<file path="src/rtl/rib_arbiter.sv">
// Round-robin arbiter for the RIB interconnect: one grant at a time with locked bursts,
// slave-stall timeout and a combinational hold flag that stalls the losing masters.
module rib_arbiter #(
    parameter int NUM_MASTERS = 4,
    parameter int MID_W       = 2,
    parameter int TIMEOUT     = 16,
    parameter int MAX_BURST   = 8
) (
    input  logic                   clk,
    input  logic                   rst,
    input  logic [NUM_MASTERS-1:0] req_i,
    input  logic [NUM_MASTERS-1:0] lock_i,
    input  logic                   slv_ready_i,
    output logic [NUM_MASTERS-1:0] grant_o,
    output logic [MID_W-1:0]       grant_id_o,
    output logic                   grant_valid_o,
    output logic                   hold_flag_o,
    output logic                   timeout_o
);
    localparam int WAIT_W  = $clog2(TIMEOUT);
    localparam int BURST_W = $clog2(MAX_BURST) + 1;

    typedef enum logic [1:0] {IDLE, GRANT, TOUT} state_t;

    state_t                 state_q;
    logic [NUM_MASTERS-1:0] grant_q;
    logic [MID_W-1:0]       gid_q;
    logic [MID_W-1:0]       last_id_q;
    logic                   valid_q;
    logic                   tout_q;
    logic [WAIT_W-1:0]      wait_q;
    logic [BURST_W-1:0]     burst_q;

    logic [NUM_MASTERS-1:0] others_d;
    logic [MID_W:0]         pick_all_d;
    logic [MID_W:0]         pick_oth_d;
    logic                   keep_d;

    // Returns {found, index}: first set bit of mask after position last, wrapping around.
    function automatic logic [MID_W:0] rr_pick(input logic [NUM_MASTERS-1:0] mask,
                                               input logic [MID_W-1:0] last);
        logic [MID_W:0] res;
        int             idx;
        res = '0;
        for (int off = NUM_MASTERS; off >= 1; off--) begin
            idx = (int'(last) + off) % NUM_MASTERS;
            if (mask[idx]) res = {1'b1, MID_W'(idx)};
        end
        return res;
    endfunction

    always_comb begin
        others_d   = req_i & ~grant_q;
        pick_all_d = rr_pick(req_i, last_id_q);
        pick_oth_d = rr_pick(others_d, gid_q);
        keep_d     = slv_ready_i & lock_i[gid_q] & req_i[gid_q] &
                     ((burst_q < BURST_W'(MAX_BURST - 1)) | ~(|others_d));
    end

    always_ff @(posedge clk) begin
        if (rst) begin
            state_q   <= IDLE;
            grant_q   <= '0;
            gid_q     <= '0;
            valid_q   <= 1'b0;
            tout_q    <= 1'b0;
            wait_q    <= '0;
            burst_q   <= '0;
            last_id_q <= MID_W'(NUM_MASTERS - 1);
        end else begin
            tout_q <= 1'b0;
            case (state_q)
                IDLE: begin
                    wait_q  <= '0;
                    burst_q <= '0;
                    if (pick_all_d[MID_W]) begin
                        state_q <= GRANT;
                        gid_q   <= pick_all_d[MID_W-1:0];
                        grant_q <= NUM_MASTERS'(1) << pick_all_d[MID_W-1:0];
                        valid_q <= 1'b1;
                    end else begin
                        grant_q <= '0;
                        gid_q   <= '0;
                        valid_q <= 1'b0;
                    end
                end
                GRANT: begin
                    if (!req_i[gid_q] || (slv_ready_i && !keep_d)) begin
                        // Release: others first, then a lone unlocked owner is regranted gap-free.
                        last_id_q <= gid_q;
                        wait_q    <= '0;
                        burst_q   <= '0;
                        if (pick_oth_d[MID_W]) begin
                            gid_q   <= pick_oth_d[MID_W-1:0];
                            grant_q <= NUM_MASTERS'(1) << pick_oth_d[MID_W-1:0];
                        end else if (!req_i[gid_q]) begin
                            state_q <= IDLE;
                            grant_q <= '0;
                            gid_q   <= '0;
                            valid_q <= 1'b0;
                        end
                    end else if (slv_ready_i) begin
                        wait_q <= '0;
                        if (burst_q < BURST_W'(MAX_BURST - 1)) burst_q <= burst_q + 1'b1;
                    end else if (wait_q == WAIT_W'(TIMEOUT - 1)) begin
                        state_q   <= TOUT;
                        last_id_q <= gid_q;
                        grant_q   <= '0;
                        gid_q     <= '0;
                        valid_q   <= 1'b0;
                        tout_q    <= 1'b1;
                        wait_q    <= '0;
                        burst_q   <= '0;
                    end else begin
                        wait_q <= wait_q + 1'b1;
                    end
                end
                default: begin
                    state_q <= IDLE;
                    grant_q <= '0;
                    gid_q   <= '0;
                    valid_q <= 1'b0;
                end
            endcase
        end
    end

    assign grant_o       = grant_q;
    assign grant_id_o    = gid_q;
    assign grant_valid_o = valid_q;
    assign timeout_o     = tout_q;
    assign hold_flag_o   = |(req_i & ~grant_q);
endmodule

</file>
<file path="config.mk">
export PLATFORM = sky130hd
export DESIGN_NAME = rib_arbiter
export DESIGN_NICKNAME = d
export VERILOG_FILES = /design/src/rtl/rib_arbiter.sv
export SDC_FILE = /design/constraint.sdc
export NUM_CORES = 1
export LEC_CHECK = 0
export CAP_MARGIN = 5
export CORE_UTILIZATION = 40
export DETAILED_ROUTE_END_ITERATION = 8
export PLACE_DENSITY_LB_ADDON = 0.08
export SYNTH_ARGS = -nofsm -noshare
export SYNTH_HDL_FRONTEND = slang
export SYNTH_SLANG_ARGS = --single-unit
</file>
<file path="constraint.sdc">
create_clock -name clk -period 5 [get_ports clk]
set_input_delay 0.5 -clock clk [delete_from_list [all_inputs] [get_ports clk]]
set_output_delay 0.5 -clock clk [all_outputs]
set_load 0.02 [all_outputs]
</file>
# Word-level counts from Yosys, hierarchy flattened
# Index checks and enable logic that the tools add are counted.
[word_totals] regBits=20 input_bits=11 output_inout_bits=9 word_cells=154
[classes] n_addsub=10 magnitude_cmp=10 n_eq_ne=11 shifts=2 mux=75 n_bitwise=16 n_reduce_logical=22
[op_table] operator="2-to-1 mux 4 bit" n=12
[op_table] operator="< comparator 3 x 4 -> 1 bit, second input constant" n=8
[op_table] operator="2-to-1 mux 2 bit" n=14
[op_table] operator="2-to-1 mux 1 bit" n=25
[op_table] operator="2-to-1 mux 3 bit" n=8
[op_table] operator="one-hot mux 4 bit (2 select lines)" n=3
[op_table] operator="binary-select mux 1 bit (select 2 bit)" n=10
[op_table] operator="OR reduction 2 bit" n=8
[op_table] operator="inequality test 3 bit, second input constant" n=4
[op_table] operator="inequality test 4 bit, second input constant" n=3
[op_table] operator="AND reduction 3 bit" n=3
[op_table] operator="adder 2 x 1 -> 2 bit, second input constant" n=4
[op_table] operator="adder 2 bit, second input constant" n=4
[op_table] operator="adder 4 x 1 -> 4 bit, second input constant" n=2
[op_table] operator="bitwise AND 1 bit, first input constant" n=8
[op_table] operator="one-hot mux 2 bit (2 select lines)" n=2
[op_table] operator="OR reduction 4 bit" n=2
[op_table] operator="left shift 1 x 2 -> 4 bit, first input constant" n=2
[op_table] operator="AND reduction 5 bit" n=1
[op_table] operator="bitwise AND 4 bit" n=1
[op_table] operator="== test 4 bit, second input constant" n=1
[op_table] operator="< comparator 4 x 3 -> 1 bit, second input constant" n=1
[op_table] operator="inverter 4 bit" n=1
[op_table] operator="AND reduction 4 bit" n=1
[op_table] operator="other kinds (13)" n=18

# Longest topological paths before layout
[logic_depth] depth_word=14 depth_mapped=7

# Worst setup path before layout
# OpenSTA, ideal clock, no wires.
[synth_path] path_type="register -> register" start="register gid_q[0], in the netlist grant_id_o[0]" end="register burst_q[1]" arrival_ns=1.893 required_time_ns=4.872 slack_ns=2.979 stages_incl_launch_ff=7 path_buffers=1 path_cell_list="dfxtp_1 -> buf_6 -> mux4_2 -> a41oi_1 -> o21ai_2 -> a22oi_1 -> nor2_1"
[synth_between] elab_chain_cells=10
[synth_lines] element="from (decl)" line="27" source="logic [MID_W-1:0] gid_q;"
[synth_lines] element="from (signal assigned)" line="78" source="gid_q <= pick_all_d[MID_W-1:0];"
[synth_lines] element="from (signal assigned)" line="94" source="gid_q <= pick_oth_d[MID_W-1:0];"
[synth_lines] element="binary-select mux 1 bit (select 2 bit)" line="56" source="keep_d = slv_ready_i & lock_i[gid_q] & req_i[gid_q] &"
[synth_lines] element="2-to-1 mux 1 bit (not written as such)" line="56"
[synth_lines] element="bitwise AND 1 bit (3 in a row)" line="56"
[synth_lines] element="zero test 1 bit" line="88" source="if (!req_i[gid_q] || (slv_ready_i && !keep_d)) begin"
[synth_lines] element="logical AND 1 bit" line="88"
[synth_lines] element="logical OR 1 bit *" line="88"
[synth_lines] element="inequality test 4 bit (no line) or 2-to-1 mux 4 bit (tied branches)"
[synth_lines] element="AND reduction 3 bit (no line) or one-hot mux 4 bit (2 select lines) (tied branches)"
[synth_lines] element="to (signal assigned)" line="104" source="if (burst_q < BURST_W'(MAX_BURST - 1)) burst_q <= burst_q + 1'b1;"
[synth_lines] element="to (decl)" line="32" source="logic [BURST_W-1:0] burst_q;"
# Mark *: on every way between the ends. The rest lies on a longest branch, timed or not. The select of a mux whose other input is x is not followed.
# A chain may end at the register's enable or synchronous reset.

# Final worst setup path
[layout_path] start="input port req_i[3]" end="output port hold_flag_o"
[layout_between] elab_chain_cells=2
[layout_lines] element="from (decl)" line="11" source="input logic [NUM_MASTERS-1:0] req_i,"
[layout_lines] element="bitwise AND 4 bit" line="132" source="assign hold_flag_o = |(req_i & ~grant_q);"
[layout_lines] element="OR reduction 4 bit" line="132"
[layout_lines] element="to (decl)" line="17" source="output logic hold_flag_o,"
# No other way between the ends.

==> summary.txt <==
final instance area: 1520 um2
number of inserted filler cells in the final layout: 312
die footprint: 3450 um2
initial antenna violation count: 0
Placement Cell Area: 1500 um2
post-synthesis net count: 174
largest fanout on the critical path: 7
source of the worst hold timing path: grant_valid_o$_SDFFE_PP0P_
final routed wirelength across all metal layers: 3060 um
Power Dens Cells: 306 nW/um2
switching share of power: 0.374
vias in the first global route: 1141
post-synthesis instance area: 1290 um2
Worst Reg-to-Reg Cells: 6
share of Yosys cell area claimed by the top area cell type: 0.311
post-route DRC violation count: 0
clock period minus final worst setup slack: 2.96 ns
data required time at the worst endpoint: 4.50 ns
final weighted congestion in routability-driven placement: 0.890
setup repair after global routing missed its margin: false
# Post-CTS Setup Buffers: 0
highest achievable clock rate: 338 MHz
kind of capture point of the worst setup path: primary output
CTS Buffer Depth: 2
async set or reset register ratio after synthesis: 0
number of maximum-capacitance violations: 0
antenna fix cells: 0
dominant synthesized flop cell: dfxtp_1
EDFF count, synth: 0
wire length per cell after detailed routing: 13.8 um
Final Max Slew Viols: 0
number of nets in the layout: 192
Core Box Area: 3050 um2
Starting DRT DRC Count: 46
total overflow reported by the global router: 0
Cells after Synth: 161
initial core utilization: 0.422
Internal Pwr Total: 0.291 mW
Row Count: 20
cell depth of the worst hold path: 2
TritonCTS clock tree: built
Die W: 58.8 um
most frequent standard cell in the layout excluding fill and tap cells: dfxtp_1
warnings from Yosys: 0
cell accounting for the most synthesized area: dfxtp_1
Worst-Skew Late Latency: 0.29 ns
H-tree depth: 1
source of the worst register-to-register timing path: grant_id_o[1]$_SDFFE_PP0P_
Worst Clk Skew: 0.00228 ns
post-synthesis average cell area: 8.00 um2
area growth from synthesis to layout: 18.2%
clk sinks: 20
worst slew margin relative to its limit: 0.381
final period utilization: 0.592
VDD IR max: 0.000163 V
sequential share of the synthesized area: 0.311
overall routing resource usage: 0.189
number of different library cells in the post-synthesis netlist: 43
# IOs: 20
vias post-DR: 1241
endpoint of the worst register-to-register path: grant_o[2]$_SDFFE_PP0P_
Net Sw Power: 0.174 mW
Worst Path Arrival: 2.46 ns
FF+latch count, synth: 20
share of final-layout standard cells stronger than drive strength 1: 0.0847
Initial DRT Pass Iterations: 4
static leakage power: 0.547 nW
via/cell ratio: 5.62
Worst Setup Start Kind: input pin
count of hold buffers inserted by post-cts repair: 0
remaining number of nets flagged by the antenna check after routing: 0
count of buffers from port buffering: 19
Hold Path End: grant_valid_o$_SDFFE_PP0P_
cells taking the most area after synthesis: dfxtp_1, nand2b_1, nor2_1, a21oi_1, o21ai_0
die boundary height: 58.8 um
Hold Vio Cnt, Final: 0
setup slack, reg-to-reg: 2.70 ns
transition time at the pin with the least slew margin: 0.926 ns
status: completed
beginning of the critical path: req_i[3]
pin count of the biggest net entering global routing: 25
global-route wire length before repair: 4990 um
clock root buffer: clkbuf_4
type of the worst min-delay path: reg2reg
clock transition time at the flip-flop clock pins of the worst setup and hold paths: 0.10 ns
Setup CP Type: in2out
Setup Total Neg Slack: 0 ns
final count of negative-setup-slack endpoints: 0
Seq pwr share: 0.438
clock share of power: 0.157
Resized Gates After CTS: 0
number of clock buffers inserted by TritonCTS: 3
leading cell types in the layout, fill and taps excluded: dfxtp_1, nor2_1, clkdlybuf4s50_1
combinational power share: 0.406
HPWL Detailed: 2330 um
## worst max-delay path, cell delays in order
cell             delay, ns
clkdlybuf4s50_1       0.52
nor2b_1               0.21
nor4_1                0.58
inv_1                 0.09
clkdlybuf4s50_1       0.56
## layout make-up
class / instances / area, um2 / share of cell area
clock buffer: 3 / 22.5 / 0.0148
inverter: 7 / 26.3 / 0.0173
multi-input combinational: 128 / 828 / 0.544
sequential: 20 / 400 / 0.263
tap: 44 / 55.1 / 0.0362
timing repair buffer: 19 / 190 / 0.125
## state kept, by name (all words and copies together) (netlist names)
register,flops
timeout_o,1
grant_o,4
burst_q,4
state_q,2
wait_q,4
last_id_q,2
grant_id_o,2
grant_valid_o,1
## kinds of logic after synthesis
logic type,count (synthesis),synth area share
adder cells (fa/ha/maj),2,0.0194
flip-flops,20,0.311
AND/OR/NAND/NOR,72,0.315
AO/OA/AOI/OAI,48,0.250
multiplexers,5,0.0515
XOR/XNOR,1,0.00680
buffers and inverters,13,0.0466
## metal layers
metal	part of all wire	wire length, um	GRT usage
met5	0	0	0
met4	0.0095	29	0.0646
met3	0.047	143	0.0396
met2	0.47	1440	0.323
met1	0.47	1450	0.236
## Yosys cell counts, types with 2 or more instances
master     n
clkbuf_1   4
ha_1       2
nor3b_1    4
o31ai_1    2
a21oi_1   13
nand3_1    2
nand2b_1  12
nor2b_1    7
nor3_1     7
mux2_2     3
nand2_1    9
a21o_1     2
a31oi_1    3
o22ai_1    2
dfxtp_1   20
a211o_1    2
inv_1      7
a41oi_1    2
a211oi_2   2
o21ai_0    9
nor4_1     3
a22oi_1    3
nor2_1    19
o221ai_1   3
## how the worst max path moves through the flow
| stage | end | slack (ns) | cells past startpoint |
|---|---|---|---|
| 6_report | hold_flag_o | 2.04 | 5 |
| 5_1_grt | hold_flag_o | 1.91 | 5 |
| 4_1_cts | hold_flag_o | 2.05 | 5 |
| 3_5_place_dp | hold_flag_o | 2.06 | 5 |
| 3_3_place_gp | hold_flag_o | 2.11 | 5 |
| 2_1_floorplan | burst_q[1]$_SDFFE_PP0P_ | 2.98 | 6 |
## per-stage QoR
step / hold WS, ns / power [mW] / util / std cells / worst slack, ns
2_1_floorplan: 0.461 / 0.338 / - / 161 / 2.98
3_3_place_gp: 0.444 / 0.394 / 0.491 / 218 / 2.11
3_5_place_dp: 0.460 / 0.395 / 0.491 / 218 / 2.06
4_1_cts: 0.479 / 0.472 / 0.499 / 221 / 2.05
5_1_grt: 0.499 / 0.499 / 0.499 / 221 / 1.91
6_report: 0.472 / 0.466 / 0.499 / 221 / 2.04
## power by group through the flow
stage	combinational [mW]	sequential (mW)	clock, mW
2_1_floorplan	0.133	0.206	0
3_3_place_gp	0.187	0.207	0
3_5_place_dp	0.188	0.207	0
4_1_cts	0.189	0.204	0.0792
5_1_grt	0.207	0.207	0.0845
6_report	0.189	0.204	0.0730
Note: power is estimated with default switching activity, not from simulation.
